$ cat src/rtl/muldiv_if.sv
// Start/done command handshake between the execute stage and the multi-cycle
// multiply/divide unit.
interface muldiv_if #(
    parameter int WIDTH = 32
);
    logic             start;
    logic [WIDTH-1:0] rd1;
    logic [WIDTH-1:0] rd2;
    logic [2:0]       op;
    logic             busy;
    logic             done;
    logic [WIDTH-1:0] result;

    modport master (output start, rd1, rd2, op, input busy, done, result);
    modport slave  (input start, rd1, rd2, op, output busy, done, result);
endinterface

$ cat src/rtl/muldiv_unit.sv
// RISC-V M-extension multiply/divide: shift-add multiply and restoring divide
// on operand magnitudes, one bit per cycle, with signs fixed up on the last step.
module muldiv_unit #(
    parameter int WIDTH = 32
) (
    input  logic     clk,
    input  logic     rst,
    muldiv_if.slave  bus
);
    localparam int CW = $clog2(WIDTH);
    localparam logic [WIDTH-1:0] MIN_NEG = {1'b1, {(WIDTH-1){1'b0}}};

    typedef enum logic [1:0] {IDLE, CALC, DONE} state_t;

    state_t             state_reg, state_next;
    logic [2:0]         op_reg;
    logic               neg_a_reg, neg_b_reg;
    logic [WIDTH-1:0]   a_reg, b_reg;
    logic [2*WIDTH-1:0] acc_reg;
    logic [CW-1:0]      cnt_reg;
    logic               special_reg;
    logic [WIDTH-1:0]   special_res_reg;
    logic [WIDTH-1:0]   result_reg;

    logic               busy_state, done_state;

    // Capture-side decode
    logic               a_signed, b_signed, sa, sb;
    logic [WIDTH-1:0]   mag_a, mag_b;
    logic               div_zero, div_ovf, special;
    logic [WIDTH-1:0]   special_val;

    // Iteration datapath
    logic [WIDTH:0]     mul_sum;
    logic [2*WIDTH-1:0] mul_step;
    logic [WIDTH:0]     rem_shift;
    logic [WIDTH-1:0]   rem_sub;
    logic               qbit;
    logic [2*WIDTH-1:0] div_step;
    logic [2*WIDTH-1:0] acc_step;
    logic [2*WIDTH-1:0] prod_fix;
    logic [WIDTH-1:0]   quo_fix, rem_fix;
    logic [WIDTH-1:0]   final_result;

    always_comb begin
        a_signed = (bus.op == 3'b001) || (bus.op == 3'b010) ||
                   (bus.op == 3'b100) || (bus.op == 3'b110);
        b_signed = (bus.op == 3'b001) || (bus.op == 3'b100) || (bus.op == 3'b110);
        sa       = a_signed && bus.rd1[WIDTH-1];
        sb       = b_signed && bus.rd2[WIDTH-1];
        mag_a    = sa ? -bus.rd1 : bus.rd1;
        mag_b    = sb ? -bus.rd2 : bus.rd2;
        div_zero = bus.op[2] && (bus.rd2 == '0);
        div_ovf  = ((bus.op == 3'b100) || (bus.op == 3'b110)) &&
                   (bus.rd1 == MIN_NEG) && (bus.rd2 == '1);
        special  = div_zero || div_ovf;
        special_val = '0;
        if (div_zero)
            special_val = bus.op[1] ? bus.rd1 : '1;
        else if (div_ovf)
            special_val = bus.op[1] ? '0 : MIN_NEG;
    end

    always_comb begin
        // Multiply: add into the high half, then shift the whole product right
        mul_sum  = {1'b0, acc_reg[2*WIDTH-1:WIDTH]} + (b_reg[0] ? {1'b0, a_reg} : '0);
        mul_step = {mul_sum, acc_reg[WIDTH-1:1]};

        // Divide: partial remainder in the high half, quotient grows in the low half
        rem_shift = {acc_reg[2*WIDTH-1:WIDTH], a_reg[WIDTH-1]};
        qbit      = (rem_shift >= {1'b0, b_reg});
        // The true difference is below the divisor, so the low bits are exact
        rem_sub   = qbit ? (rem_shift[WIDTH-1:0] - b_reg) : rem_shift[WIDTH-1:0];
        div_step  = {rem_sub, acc_reg[WIDTH-2:0], qbit};

        acc_step  = op_reg[2] ? div_step : mul_step;

        prod_fix = (neg_a_reg ^ neg_b_reg) ? -acc_step : acc_step;
        quo_fix  = (neg_a_reg ^ neg_b_reg) ? -acc_step[WIDTH-1:0] : acc_step[WIDTH-1:0];
        rem_fix  = neg_a_reg ? -acc_step[2*WIDTH-1:WIDTH] : acc_step[2*WIDTH-1:WIDTH];

        case (op_reg)
            3'b000:                 final_result = prod_fix[WIDTH-1:0];
            3'b001, 3'b010, 3'b011: final_result = prod_fix[2*WIDTH-1:WIDTH];
            3'b100, 3'b101:         final_result = quo_fix;
            default:                final_result = rem_fix;
        endcase
    end

    always_ff @(posedge clk or posedge rst) begin
        if (rst) state_reg <= IDLE;
        else     state_reg <= state_next;
    end

    always_comb begin
        state_next = state_reg;
        busy_state = 1'b0;
        done_state = 1'b0;
        case (state_reg)
            IDLE: if (bus.start) state_next = CALC;
            CALC: begin
                busy_state = 1'b1;
                if (special_reg || (cnt_reg == '0)) state_next = DONE;
            end
            DONE: begin
                busy_state = 1'b1;
                done_state = 1'b1;
                state_next = IDLE;
            end
            default: state_next = IDLE;
        endcase
    end

    always_ff @(posedge clk or posedge rst) begin
        if (rst) begin
            op_reg          <= '0;
            neg_a_reg       <= 1'b0;
            neg_b_reg       <= 1'b0;
            a_reg           <= '0;
            b_reg           <= '0;
            acc_reg         <= '0;
            cnt_reg         <= '0;
            special_reg     <= 1'b0;
            special_res_reg <= '0;
            result_reg      <= '0;
        end else begin
            case (state_reg)
                IDLE: if (bus.start) begin
                    op_reg          <= bus.op;
                    neg_a_reg       <= sa;
                    neg_b_reg       <= sb;
                    a_reg           <= mag_a;
                    b_reg           <= mag_b;
                    acc_reg         <= '0;
                    cnt_reg         <= CW'(WIDTH - 1);
                    special_reg     <= special;
                    special_res_reg <= special_val;
                end
                CALC: begin
                    if (special_reg) begin
                        result_reg <= special_res_reg;
                    end else begin
                        acc_reg <= acc_step;
                        if (op_reg[2]) a_reg <= a_reg << 1;
                        else           b_reg <= b_reg >> 1;
                        if (cnt_reg == '0) result_reg <= final_result;
                        else               cnt_reg    <= cnt_reg - 1'b1;
                    end
                end
                default: ;
            endcase
        end
    end

    assign bus.busy   = busy_state;
    assign bus.done   = done_state;
    assign bus.result = result_reg;
endmodule

$ cat src/flat_wrapper.sv
// flat-port wrapper written by rule: the top's interface ports become plain ports
module muldiv_unit_flat 
#(
    parameter int WIDTH = 32
)
  (clk, rst, bus_start, bus_rd1, bus_rd2, bus_op, bus_busy, bus_done, bus_result);
  muldiv_if #(.WIDTH(WIDTH)) bus_i ();
  input  logic clk;
  input  logic rst;
  input wire logic [$bits(bus_i.start)-1:0] bus_start;
  input wire logic [$bits(bus_i.rd1)-1:0] bus_rd1;
  input wire logic [$bits(bus_i.rd2)-1:0] bus_rd2;
  input wire logic [$bits(bus_i.op)-1:0] bus_op;
  output wire logic [$bits(bus_i.busy)-1:0] bus_busy;
  output wire logic [$bits(bus_i.done)-1:0] bus_done;
  output wire logic [$bits(bus_i.result)-1:0] bus_result;
  assign bus_i.start = bus_start;
  assign bus_i.rd1 = bus_rd1;
  assign bus_i.rd2 = bus_rd2;
  assign bus_i.op = bus_op;
  assign bus_busy = bus_i.busy;
  assign bus_done = bus_i.done;
  assign bus_result = bus_i.result;
  muldiv_unit #(.WIDTH(WIDTH)) u_core (.clk(clk), .rst(rst), .bus(bus_i));
endmodule
$ cat config.mk
export PLATFORM = sky130hd
export DESIGN_NAME = muldiv_unit_flat
export DESIGN_NICKNAME = d
export VERILOG_FILES = /design/src/rtl/muldiv_if.sv /design/src/rtl/muldiv_unit.sv /design/src/flat_wrapper.sv
export SDC_FILE = /design/constraint.sdc
export NUM_CORES = 1
export LEC_CHECK = 0
export CORE_MARGIN = 8
export CORE_UTILIZATION = 62
export CTS_CLUSTER_SIZE = 12
export DETAILED_ROUTE_END_ITERATION = 10
export GPL_TIMING_DRIVEN = 0
export HOLD_SLACK_MARGIN = 0.15
export MAX_ROUTING_LAYER = met4
export PLACE_DENSITY = 0.88
export SYNTH_ARGS = -nofsm -noshare
export SYNTH_HDL_FRONTEND = slang
export SYNTH_SLANG_ARGS = --single-unit
$ cat constraint.sdc
create_clock -name clk -period 18.6 [get_ports clk]
set_input_delay 1.86 -clock clk [delete_from_list [all_inputs] [get_ports clk]]
set_output_delay 1.86 -clock clk [all_outputs]
set_load 0.05 [all_outputs]
Yosys cells after proc, flatten, opt, wreduce, memory -nomap -nowiden
Index checks and enable logic that the tools add are counted.
Storage, ports and cells
  bits in registers: 205
  input bits: 70
  output and inout port bits: 34
  word-level logic and storage cells: 104
Cells by class
  add/sub/neg operators: 8
  magnitude comparators: 1
  equality and inequality tests: 19
  mux-type cells: 35
  bitwise logic cells: 1
  reduce and logical (&&, ||, !) cells: 29
Operator list (count)
  two-way mux 32 bit: 18
  two-way mux 64 bit: 4
  negation 32 bit: 4
  case mux 32 bit (2 select lines): 2
  case mux 64 bit (2 select lines): 1
  case mux 32 bit (3 select lines): 1
  equality test 32 bit, second input constant: 2
  negation 64 bit: 1
  adder 32 x 33 -> 33 bit: 1
  greater-or-equal comparator 33 x 32 -> 1 bit: 1
  logical NOT 32 bit: 1
  subtractor 32 bit: 1
  two-way mux 5 bit: 3
  equality test 3 bit, second input constant: 4
  AND reduction 4 bit: 3
  case mux 5 bit (2 select lines): 1
  equality test 3 x 2 -> 1 bit, second input constant: 3
  logical OR 1 bit: 8
  != test 2 bit, second input constant: 4
  equality test 3 x 1 -> 1 bit, second input constant: 2
  AND reduction 2 bit: 3
  logical AND 1 bit: 5
  logical NOT 5 bit: 1
  subtractor 5 x 1 -> 5 bit, second input constant: 1
  other kinds (13): 18

Depth between registers and ports, before layout
  depth in word-level cells: 8
  gate-level depth with buffers: 24
  gate-level depth less buffers: 21

Worst setup path before layout
OpenSTA, ideal clock, no wires.
  kind: register to register
  start point: register u_core.acc_reg[43]
  end point: register u_core.result_reg[30] (netlist: u_core.bus.result[30])
  library setup time: 0.132 ns
  arrival time: 4.511 ns
  required time: 18.468 ns
  setup slack: 13.957 ns
  cell stages (with the launch flop): 23
  path buffers: 3
  clock period less this slack: 4.643 ns
  cell sequence: dfrtp_1 > ha_1 > buf_6 > and4_4 > and3_4 > a21boi_4 > o31a_4 > o211ai_4 > nand2_1 > clkbuf_1 > o21ai_0 > mux2i_1 > inv_1 > ha_1 > nand2b_1 > nor4_1 > o2bb2a_1 > nand4_1 > buf_2 > o41a_1 > xor2_1 > a221oi_1 > a21oi_1
On the way
  word-level cells in the longest chain between the ends: 8
  elaborated cells on any way between the ends: 14
  those cells by class: add/sub (5); order compare (1); mux (8)
Ends and longest elaborated chain
  start: declaration: line muldiv_unit.sv:19  | logic [2*WIDTH-1:0] acc_reg;
  start signal: assignment: line muldiv_unit.sv:143  | acc_reg <= acc_step;
  subtractor 32 bit or greater-or-equal comparator 33 x 32 -> 1 bit (tied branches): line muldiv_unit.sv:73, muldiv_unit.sv:71
  two-way mux 32 bit: line muldiv_unit.sv:73  | rem_sub = qbit ? (rem_shift[WIDTH-1:0] - b_reg) : rem_shift[WIDTH-1:0];
  two-way mux 64 bit *: line muldiv_unit.sv:76  | acc_step = op_reg[2] ? div_step : mul_step;
  negation 64 bit or negation 32 bit (tied branches): line muldiv_unit.sv:78, muldiv_unit.sv:80
  two-way mux 64 bit or two-way mux 32 bit (tied branches): line muldiv_unit.sv:78, muldiv_unit.sv:80
  case mux 32 bit (3 select lines) *: line muldiv_unit.sv:82  | case (op_reg)
  two-way mux 32 bit *: line muldiv_unit.sv:146  | if (cnt_reg == '0) result_reg <= final_result;
  two-way mux 32 bit *: line muldiv_unit.sv:140  | if (special_reg) begin
  end signal: assignment: line muldiv_unit.sv:141  | result_reg <= special_res_reg;
  end signal: assignment: line muldiv_unit.sv:146
  end: declaration: line muldiv_unit.sv:23  | logic [WIDTH-1:0] result_reg;
Mark *: on every way between the ends. The rest lies on a longest branch, timed or not. The select of a mux whose other input is x is not followed.
A chain may end at the register's enable or synchronous reset.

Worst setup path after layout
  start point: register u_core.op_reg[2]
  end point: register u_core.result_reg[24] (netlist: u_core.bus.result[24])
On the way
  word-level cells in the longest chain between the ends: 6
  elaborated cells on any way between the ends: 18
  those cells by class: add/sub (3); eq/ne (5); mux (7); reduce/logical (3)
Ends and longest elaborated chain
  start: declaration: line muldiv_unit.sv:16  | logic [2:0] op_reg;
  start signal: assignment: line muldiv_unit.sv:129  | op_reg <= bus.op;
  two-way mux 64 bit: line muldiv_unit.sv:76
  negation 64 bit, or another cell as far along: line muldiv_unit.sv:78  | prod_fix = (neg_a_reg ^ neg_b_reg) ? -acc_step : acc_step;
  two-way mux 64 bit, or another cell as far along: line muldiv_unit.sv:78
  case mux 32 bit (3 select lines) *: line muldiv_unit.sv:82
  two-way mux 32 bit *: line muldiv_unit.sv:146
  two-way mux 32 bit *: line muldiv_unit.sv:140
Marked as above.

==> flow_summary.json <==
{
  "synthCells": 2434,
  "cp-start-kind": "flip-flop",
  "ys_top_cells_by_count": "nand2_1, o21ai_0, a21oi_1, dfrtp_1, nor2_1",
  "yosysTopAreaCell": "dfrtp_1",
  "syn_to_final_growth_pct": 13.1,
  "max_stage_delay_ps": 910,
  "cts-root-buf": "clkbuf_16",
  "avgSynthCellArea_um2": 7.54,
  "synth_top_area_share_pct": 28.0,
  "wirelength_um": 77400,
  "wl_per_cell_um": 26.0,
  "synthTopCellsByArea": "dfrtp_1, o21ai_0, nand2_1, a21oi_1, ha_1",
  "crit_fanout": 10,
  "critPathBufInv": 11,
  "yosys.cell_types.count": 99,
  "slew_headroom_pct": 11.6,
  "path_depth": 21,
  "die_h_um": 188,
  "fmax_ghz": 0.115,
  "drc": 0,
  "async_flop_share_pct": 100,
  "grt_pass1_vias": 19818,
  "hold_slack_ps": 478,
  "htreeDepth": 1,
  "cp_slowest_cell": "clkbuf_1",
  "cpLargestDelayFamily": "buffers and inverters",
  "r2r-end": "u_core.bus.result[24]",
  "p_leak_nw": 8.56,
  "nets": 2713,
  "routed_via_density": 7.12,
  "holdPathEnd": "u_core.special_res_reg[14]",
  "dr.pass1.iters": 8,
  "place_area_um2": 19900,
  "ctsResizeCount": 0,
  "drive_gt1_share_pct": 5.54,
  "worstPathCellList": "clkbuf_1 -> buf_2 -> buf_2 -> buf_2 -> buf_2 -> buf_2 -> buf_2 -> buf_1 -> clkbuf_1 -> a31oi_1 -> inv_1 -> ha_1 -> nand2b_1 -> nor4_1 -> o2bb2a_1 -> nand4_1 -> buf_2 -> o31ai_1 -> xnor2_1 -> a221oi_1 -> a21oi_1",
  "grt_max_degree": 128,
  "finalCritPeriodShare_pct": 46.8,
  "io_buffers": 103,
  "final_area_um2": 20800,
  "largest_reg_flops": 64,
  "hp-start": "u_core.special_res_reg[14]",
  "dp_hpwl_um": 59600,
  "drtIter0Drc": 3443,
  "worstMarginPinSlew_ps": 1320,
  "worstSetupEndpointType": "flip-flop",
  "dieArea_um2": 35400,
  "numClockSinks": 205,
  "antenna_found_initial": 1,
  "cpMostUsedCell": "buf_2",
  "initial_core_util_pct": 62.4,
  "pwr_density_cell_nw_per_um2": 201,
  "vias": 21160,
  "ys_ff_latch": 205,
  "grtUsageTotal_pct": 43.0,
  "holdBufCountCts": 0,
  "cp.required_ps": 18990,
  "cts_tree": "built",
  "worstSetupPathType": "reg2reg",
  "final_max_slew_viol_count": 0,
  "fin_tns_setup_ps": 0,
  "core_area_um2": 29400,
  "synthFlopType": "dfrtp_1",
  "clk_pin_slew_ps": 70,
  "overflow": 0,
  "synth.most_common_cell": "nand2_1",
  "yosysSeqAreaShare_pct": 28.0,
  "finalCriticalPeriod_ps": 8710,
  "rsz0062_at_grt": "no",
  "drv_cap": 0,
  "r2r_start": "u_core.op_reg[2]",
  "rrSetupSlack_ps": 9890,
  "io_pins": 104,
  "cp.arrival_ps": 9100,
  "ys_warn_count": 0,
  "hp-class": "reg2reg",
  "clock_skew_ps": 13.2,
  "cts_buffer_depth": 3,
  "grt_pass1_wl_um": 116000,
  "rows": 63,
  "r2r_cells": 21,
  "setup_violations": 0,
  "synth-edff-count": 0,
  "peakVddDrop_mv": 0.113,
  "synth_area_um2": 18400,
  "holdPathStages": 2,
  "postCtsSetupRepairBufs": 0,
  "insertion_delay_ps": 560,
  "status": "completed",
  "postRouteAntennaNets": 0,
  "hold_viol_final": 0,
  "place.gp.congestion": 1.12,
  "syn_nets": 2581,
  "fillers": 2336,
  "numCtsBuffers": 25,
  "dieWidth_um": 188
}
-- cell type report --
type | count | area, µm² | share of cell area, %
clock inverter | 12 | 165 | 0.795
inverter | 81 | 312 | 1.50
timing repair buffer | 105 | 1060 | 5.12
tap | 390 | 488 | 2.35
multi-input combinational | 1994 | 12300 | 59.1
clock buffer | 29 | 681 | 3.28
sequential | 205 | 5130 | 24.7
antenna | 1 | 2.50 | 0.0121
buffer | 154 | 649 | 3.13
-- kinds of logic after synthesis --
kind of cell | Yosys count | share of synthesized area, %
adders and majority gates | 77 | 5.33
xor gates and xnor gates | 145 | 6.92
muxes | 53 | 3.03
DFF | 205 | 28.0
buffers and inverters | 235 | 5.19
and+or+nand+nor | 847 | 22.0
AOI/OAI and AO/OA | 872 | 29.6
-- worst max-delay path by stage --
stage	start	to	slack (ps)
after floorplan	rst	u_core.a_reg[0]	11140
after global placement	rst	u_core.b_reg[13]	8850
after detailed placement	u_core.op_reg[2]	u_core.bus.result[18]	10430
after CTS	u_core.op_reg[2]	u_core.bus.result[18]	10310
after global routing	u_core.op_reg[2]	u_core.bus.result[24]	10060
final	u_core.op_reg[2]	u_core.bus.result[24]	9890
-- through the flow --
step / total power, W / setup slack, ps / cells / utilization [%]
2_1_floorplan: 0.00254 / 11140 / 2434 / -
3_3_place_gp: 0.00340 / 8850 / 2927 / 67.6
3_5_place_dp: 0.00346 / 10430 / 2928 / 67.7
4_1_cts: 0.00399 / 10310 / 2969 / 70.6
5_1_grt: 0.00433 / 10060 / 2971 / 70.6
6_report: 0.00416 / 9890 / 2971 / 70.6
-- routing by layer --
metal  up-vias  share of wire (%)  global-route usage (%)
li1       9122                  -                       -
met1      9932                 39                    56.1
met5         -                  0                       -
met2      1763                 41                    60.2
met3       343                 14                    11.8
met4         0                6.0                    22.4
-- tightest hold or removal path, cell delays in order (launching register included) --
cell and delay [ps]:
dfrtp_1 340, nand2_1 40, o21ai_0 60
-- report_power, final --
part           switching (W)  internal, W
Clock               0.000219     0.000304
Combinational        0.00204     0.000926
Sequential          0.000125     0.000548
Total                0.00239      0.00178
-- cells in the final DEF (no fill, tap or decap), types with 16 or more instances in the layout --
cell	synthesis	final
clkdlybuf4s50_1	0	103
clkbuf_16	0	25
nand3_1	41	41
a211oi_1	24	24
or3_1	46	46
nand4_1	29	29
nand2_1	326	326
and3_1	16	16
o31ai_1	47	47
buf_2	21	21
nor2_1	187	187
dfrtp_1	205	205
nor3_1	55	55
inv_1	80	79
xnor2_1	75	75
and2_1	44	44
a31oi_1	35	35
a21o_1	20	20
xor2_1	70	70
o211ai_1	18	18
a21oi_1	236	236
ha_1	75	75
nor2b_1	17	17
clkbuf_1	116	116
o21ai_0	301	301
mux2i_1	36	36
nor4_1	17	17
No activity file was read; power rests on OpenSTA's default activity.
